## src/rtl/pipe_ctrl_pkg.sv

```systemverilog
// rtl/pipe_ctrl_pkg.sv - shared opcodes, ALU-op and forward-select encodings for pipe_control
package pipe_ctrl_pkg;

    localparam int OP_RTYPE = 0;
    localparam int OP_J     = 2;
    localparam int OP_BEQ   = 4;
    localparam int OP_ADDI  = 8;
    localparam int OP_LW    = 35;
    localparam int OP_SW    = 43;

    localparam logic [1:0] ALU_ADD   = 2'b00;
    localparam logic [1:0] ALU_SUB   = 2'b01;
    localparam logic [1:0] ALU_FUNCT = 2'b10;

    localparam logic [1:0] FWD_RF    = 2'b00;
    localparam logic [1:0] FWD_MEMWB = 2'b01;
    localparam logic [1:0] FWD_EXMEM = 2'b10;

    typedef struct packed {
        logic       reg_dst;
        logic       alu_src;
        logic [1:0] alu_op;
        logic       mem_read;
        logic       mem_write;
        logic       reg_write;
        logic       mem_to_reg;
    } ctrl_t;

endpackage

```

## src/rtl/hazard_unit.sv

```systemverilog
// rtl/hazard_unit.sv - combinational load-use stall detection and EX operand forwarding select
module hazard_unit
    import pipe_ctrl_pkg::*;
#(
    parameter int REG_AW = 5
) (
    input  logic              idex_mem_read,
    input  logic [REG_AW-1:0] idex_rs,
    input  logic [REG_AW-1:0] idex_rt,
    input  logic [REG_AW-1:0] id_rs,
    input  logic [REG_AW-1:0] id_rt,
    input  logic              exmem_reg_write,
    input  logic [REG_AW-1:0] exmem_dest,
    input  logic              memwb_reg_write,
    input  logic [REG_AW-1:0] memwb_dest,
    output logic              stall,
    output logic [1:0]        fwd_a,
    output logic [1:0]        fwd_b
);

    logic exmem_live;
    logic memwb_live;

    // Register 0 is hardwired, so it never produces a hazard.
    assign exmem_live = exmem_reg_write && (exmem_dest != '0);
    assign memwb_live = memwb_reg_write && (memwb_dest != '0);

    assign stall = idex_mem_read && (idex_rt != '0) &&
                   ((idex_rt == id_rs) || (idex_rt == id_rt));

    always_comb begin
        fwd_a = FWD_RF;
        fwd_b = FWD_RF;
        if (exmem_live && (exmem_dest == idex_rs))
            fwd_a = FWD_EXMEM;
        else if (memwb_live && (memwb_dest == idex_rs))
            fwd_a = FWD_MEMWB;
        if (exmem_live && (exmem_dest == idex_rt))
            fwd_b = FWD_EXMEM;
        else if (memwb_live && (memwb_dest == idex_rt))
            fwd_b = FWD_MEMWB;
    end

endmodule

```

## src/rtl/pipe_control.sv

```systemverilog
// rtl/pipe_control.sv - 5-stage pipeline decode/control registers; PIPE_CTRL_JUMP_EN adds the j opcode and jump output
module pipe_control
    import pipe_ctrl_pkg::*;
#(
    parameter int REG_AW = 5,
    parameter int OP_W   = 6
) (
    input  logic              clk,
    input  logic              rst,
    input  logic              id_valid,
    input  logic [OP_W-1:0]   id_op,
    input  logic [REG_AW-1:0] id_rs,
    input  logic [REG_AW-1:0] id_rt,
    input  logic [REG_AW-1:0] id_rd,
    input  logic              id_br_eq,
`ifdef PIPE_CTRL_JUMP_EN
    output logic              jump,
`endif
    output logic              stall,
    output logic              pc_src,
    output logic              if_flush,
    output logic              ex_reg_dst,
    output logic              ex_alu_src,
    output logic [1:0]        ex_alu_op,
    output logic              mem_read,
    output logic              mem_write,
    output logic              wb_reg_write,
    output logic              wb_mem_to_reg,
    output logic [REG_AW-1:0] wb_dest,
    output logic [1:0]        fwd_a,
    output logic [1:0]        fwd_b
);

    ctrl_t             id_ctrl;
    logic              id_branch;
    logic              id_jump;
    logic              take;

    ctrl_t             idex_ctrl;
    logic [REG_AW-1:0] idex_rs;
    logic [REG_AW-1:0] idex_rt;
    logic [REG_AW-1:0] idex_rd;
    logic [REG_AW-1:0] ex_dest;

    logic              exmem_mem_read;
    logic              exmem_mem_write;
    logic              exmem_reg_write;
    logic              exmem_mem_to_reg;
    logic [REG_AW-1:0] exmem_dest;

    logic              memwb_reg_write;
    logic              memwb_mem_to_reg;
    logic [REG_AW-1:0] memwb_dest;

    always_comb begin
        id_ctrl   = '0;
        id_branch = 1'b0;
        id_jump   = 1'b0;
        if (id_valid) begin
            case (int'(id_op))
                OP_RTYPE: begin
                    id_ctrl.reg_dst   = 1'b1;
                    id_ctrl.reg_write = 1'b1;
                    id_ctrl.alu_op    = ALU_FUNCT;
                end
                OP_LW: begin
                    id_ctrl.alu_src    = 1'b1;
                    id_ctrl.mem_read   = 1'b1;
                    id_ctrl.mem_to_reg = 1'b1;
                    id_ctrl.reg_write  = 1'b1;
                    id_ctrl.alu_op     = ALU_ADD;
                end
                OP_SW: begin
                    id_ctrl.alu_src   = 1'b1;
                    id_ctrl.mem_write = 1'b1;
                    id_ctrl.alu_op    = ALU_ADD;
                end
                OP_BEQ: begin
                    id_branch      = 1'b1;
                    id_ctrl.alu_op = ALU_SUB;
                end
                OP_ADDI: begin
                    id_ctrl.alu_src   = 1'b1;
                    id_ctrl.reg_write = 1'b1;
                    id_ctrl.alu_op    = ALU_ADD;
                end
`ifdef PIPE_CTRL_JUMP_EN
                OP_J: id_jump = 1'b1;
`endif
                default: ;
            endcase
        end
    end

    hazard_unit #(.REG_AW(REG_AW)) u_hazard (
        .idex_mem_read   (idex_ctrl.mem_read),
        .idex_rs         (idex_rs),
        .idex_rt         (idex_rt),
        .id_rs           (id_rs),
        .id_rt           (id_rt),
        .exmem_reg_write (exmem_reg_write),
        .exmem_dest      (exmem_dest),
        .memwb_reg_write (memwb_reg_write),
        .memwb_dest      (memwb_dest),
        .stall           (stall),
        .fwd_a           (fwd_a),
        .fwd_b           (fwd_b)
    );

    // A stalled branch/jump is held in ID and re-evaluated next cycle.
    assign take     = !stall && ((id_branch && id_br_eq) || id_jump);
    assign pc_src   = take;
    assign if_flush = take;
`ifdef PIPE_CTRL_JUMP_EN
    assign jump     = !stall && id_jump;
`endif

    assign ex_dest = idex_ctrl.reg_dst ? idex_rd : idex_rt;

    always_ff @(posedge clk) begin
        if (rst) begin
            idex_ctrl        <= '0;
            idex_rs          <= '0;
            idex_rt          <= '0;
            idex_rd          <= '0;
            exmem_mem_read   <= 1'b0;
            exmem_mem_write  <= 1'b0;
            exmem_reg_write  <= 1'b0;
            exmem_mem_to_reg <= 1'b0;
            exmem_dest       <= '0;
            memwb_reg_write  <= 1'b0;
            memwb_mem_to_reg <= 1'b0;
            memwb_dest       <= '0;
        end else begin
            if (stall) begin
                idex_ctrl <= '0;
                idex_rs   <= '0;
                idex_rt   <= '0;
                idex_rd   <= '0;
            end else begin
                idex_ctrl <= id_ctrl;
                idex_rs   <= id_rs;
                idex_rt   <= id_rt;
                idex_rd   <= id_rd;
            end
            exmem_mem_read   <= idex_ctrl.mem_read;
            exmem_mem_write  <= idex_ctrl.mem_write;
            exmem_reg_write  <= idex_ctrl.reg_write;
            exmem_mem_to_reg <= idex_ctrl.mem_to_reg;
            exmem_dest       <= ex_dest;
            memwb_reg_write  <= exmem_reg_write;
            memwb_mem_to_reg <= exmem_mem_to_reg;
            memwb_dest       <= exmem_dest;
        end
    end

    assign ex_reg_dst    = idex_ctrl.reg_dst;
    assign ex_alu_src    = idex_ctrl.alu_src;
    assign ex_alu_op     = idex_ctrl.alu_op;
    assign mem_read      = exmem_mem_read;
    assign mem_write     = exmem_mem_write;
    assign wb_reg_write  = memwb_reg_write;
    assign wb_mem_to_reg = memwb_mem_to_reg;
    assign wb_dest       = memwb_dest;

endmodule

```

## config.mk

```make
export PLATFORM = sky130hd
export DESIGN_NAME = pipe_control
export DESIGN_NICKNAME = d
export VERILOG_FILES = /design/src/rtl/pipe_ctrl_pkg.sv /design/src/rtl/hazard_unit.sv /design/src/rtl/pipe_control.sv
export SDC_FILE = /design/constraint.sdc
export NUM_CORES = 1
export LEC_CHECK = 0
export BUFFER_PORTS_ARGS = -buffer_cell sky130_fd_sc_hd__buf_2
export CORE_ASPECT_RATIO = 0.5
export CORE_MARGIN = 4
export CORE_UTILIZATION = 52
export CTS_BUF_LIST = sky130_fd_sc_hd__clkbuf_8 sky130_fd_sc_hd__clkbuf_16
export DETAILED_ROUTE_END_ITERATION = 8
export PLACE_DENSITY = 0.87
export SYNTH_ARGS = -nofsm -noshare
export SYNTH_HDL_FRONTEND = slang
export SYNTH_SLANG_ARGS = --single-unit
```

## constraint.sdc

```tcl
create_clock -name clk -period 2.35 [get_ports clk]
set_clock_uncertainty 0.15 [all_clocks]
set_input_delay 0.1175 -clock clk [delete_from_list [all_inputs] [get_ports clk]]
set_output_delay 0.1175 -clock clk [all_outputs]
set_load 0.01 [all_outputs]
```

==> impl_metrics.toml <==
[setup_path]
critPathTopFamily = "simple AND/OR/NAND/NOR gates"
worstPathMaxFanout = 17
cp-end-kind = "output pin"
reg2reg_slack_ns = 0.41
slowest_delay_ns = 0.51
crit_chain = "or4_1, o21a_2, and2_1, buf_2"
crit_buf_inv = 1
critPathRequiredTime_ns = 2.08
start_kind = "flop"
critical_path_class = "flop to output pin"
crit_slowest_cell = "or4_1"
arrival_ns = 1.95

[power_and_ir_drop]
leakage_uw = 0.000964
ir_worst_vdd_mv = 0.247
swShare_pct = 23.8
clockPowerShare_pct = 36.4
p_seq_share_pct = 51.3
combPwrFrac_pct = 12.3
internal-power_uw = 999
p_switching_uw = 312
total_power_uw = 1310
powerDensity_mw_per_mm2 = 593

[synth]
syn_area_per_cell_sq_um = 9.76
synth_common_cells = "dfxtp_1, a21oi_2, nand2b_1, xnor2_1, xor2_1"
syn-instance-count = 179
yosys_warnings = 0
synth_top_flop_cell = "dfxtp_1"
syn_nets = 204
synth_top_area_share_pct = 42.4
ys_types = 27
yosysTopAreaCell = "dfxtp_1"
synth.area.top_cells = "dfxtp_1, a21oi_2, xnor2_1"
synth_most_common_cell = "dfxtp_1"
synth_edf_count = 0
synth_async_sr_flop_share_pct = 0
synth.yosys.seq_area_share_pct = 42.4
synth-seq-cells = 37
netlist_area_sq_mm = 0.00175

[clock_tree]
cts_sinks = 37
clock_latency_ns = 0.28
htree_levels = 2
cts_made_buffers = 5
cts_tree = "built"
cts_resized = 0
cts-root-buf = "clkbuf_8"
ctsLongestPathBuffers = 2
clkSlewWorstSetupHoldPaths_ns = 0.07

[detailed_routing]
routed_wl_microns = 4050
wirelength_met1_microns = 1840
avgViaCountPerCell = 5.01
route.met3.wl_microns = 310
num_vias = 1378
ant_nets = 0
first_iter_violations = 126
highest_layer = "met4"
firstDrtPassIters = 4
drt-wirelength-per-cell_microns = 14.7
routed-wl-met2_microns = 1880
remaining_drc_errors = 0

[placement]
dp_hpwl_microns = 2620
place.gp.congestion = 0.835
port_buffers = 44

[timing]
slew_headroom_pct = 60.4
hold_violations = 0
max_slew.worst_pin.slew_ns = 0.589
period_needed_ns = 2.22
grt_setup_unrepaired = "no"
timing.fmax_mhz = 451
setup_violations = 0
period_share_pct = 94.3
drv_slew = 0
tns_ns = 0

[grt]
antenna_found_initial = 0
grt_pass1_wl_microns = 6490
grt_max_degree = 34
first_global_vias = 1309
grt.total_usage_pct = 18.3
grt_overflow = 0

[floorplanning]
start_util_pct = 56.3
core.rowCount = 14
die-width_microns = 90.0
dieArea_sq_mm = 0.00441
ioPinCount = 45
core_sq_mm = 0.00310
dieHeight_microns = 49.0

[run]
maxCapViolations = 0

[outcome]
outcome = "finished, final reports clean"

[hold_path]
worstHoldPathType = "input port to flop"

[finish]
layout-drive-gt1-share_pct = 34.0
n_antenna_cell = 0
areaGrowthSynthToFinish_pct = 26.6
fin_nets = 259
-- power by group through the flow --
stage	clock, uW	combinational [uW]	sequential, uW
global route	513	174	675
finish	477	161	673
detailed placement	0	134	687
global placement	0	131	685
CTS	477	156	673
floorplan	0	101	674
-- per-stage QoR --
stage	instance area, sq um	utilization, %	instances	hold slack (ns)	setup WS (ns)
3_3_place_gp	1950	62.9	251	0.223	0.478
3_5_place_dp	1950	62.9	251	0.218	0.450
4_1_cts	2210	71.3	275	0.0505	0.124
2_1_floorplan	1750	-	179	0.0967	0.425
5_1_grt	2210	71.3	275	0.0793	0.0351
6_report	2210	71.3	275	0.0453	0.133
-- final timing paths --
| check | cells after the start | start | endpoint |
|---|---|---|---|
| max | 4 | idex_rt[3] | stall |
| min | 4 | id_valid | idex_ctrl[2] |
| max reg2reg | 4 | idex_rt[3] | idex_rt[3] |
| min reg2reg | 1 | idex_ctrl[2] | mem_write |
-- timing repair --
item	4_1_cts	5_1_grt
buffers inserted	0	0
endpoints found under the setup margin	0	0
endpoints found under the hold margin	16	0
hold buffers	16	0
-- per-layer routing --
layer	track usage [%]	vias up
met5	0	-
met4	5.33	0
met3	4.78	2
met2	30.0	56
met1	24.0	621
li1	-	699
-- area by class of cell --
type	count	area, sq um
sequential	37	741
fill	232	890
tap	40	50.0
clock buffer	7	96.3
inverter	1	3.75
timing repair buffer	64	410
clock inverter	1	5.00
multi-input combinational	125	905
-- layout by cell type (no fill, tap or decap), drive strengths merged, types with 4 or more instances in the layout --
| master | synthesis | routed |
|---|---|---|
| nand2 | 8 | 8 |
| nand2b | 16 | 16 |
| o21ai | 4 | 4 |
| xor2 | 14 | 14 |
| dlygate4sd3 | 0 | 16 |
| clkbuf | 4 | 7 |
| dfxtp | 37 | 37 |
| or4 | 7 | 7 |
| xnor2 | 16 | 16 |
| mux2i | 5 | 5 |
| nor2 | 8 | 8 |
| nor2b | 10 | 10 |
| a21oi | 23 | 23 |
| nand3 | 4 | 4 |
| buf | 12 | 48 |
| nor4 | 4 | 4 |
-- kinds of logic after synthesis --
logic type / Yosys count / share of synthesized area [%]
AO/OA/AOI/OAI: 29 / 12.9
XOR/XNOR: 30 / 15.0
buffers and inverters: 17 / 6.16
flip-flops: 37 / 42.4
multiplexers: 5 / 2.87
AND/OR/NAND/NOR: 61 / 20.6
-- worst min-delay path: cells and delay by family --
family          cells  cell delay [ns]
buf+inv             1             0.10
compound gates      1             0.03
simple gates        2             0.18
Note: power is estimated with default switching activity, not from simulation.
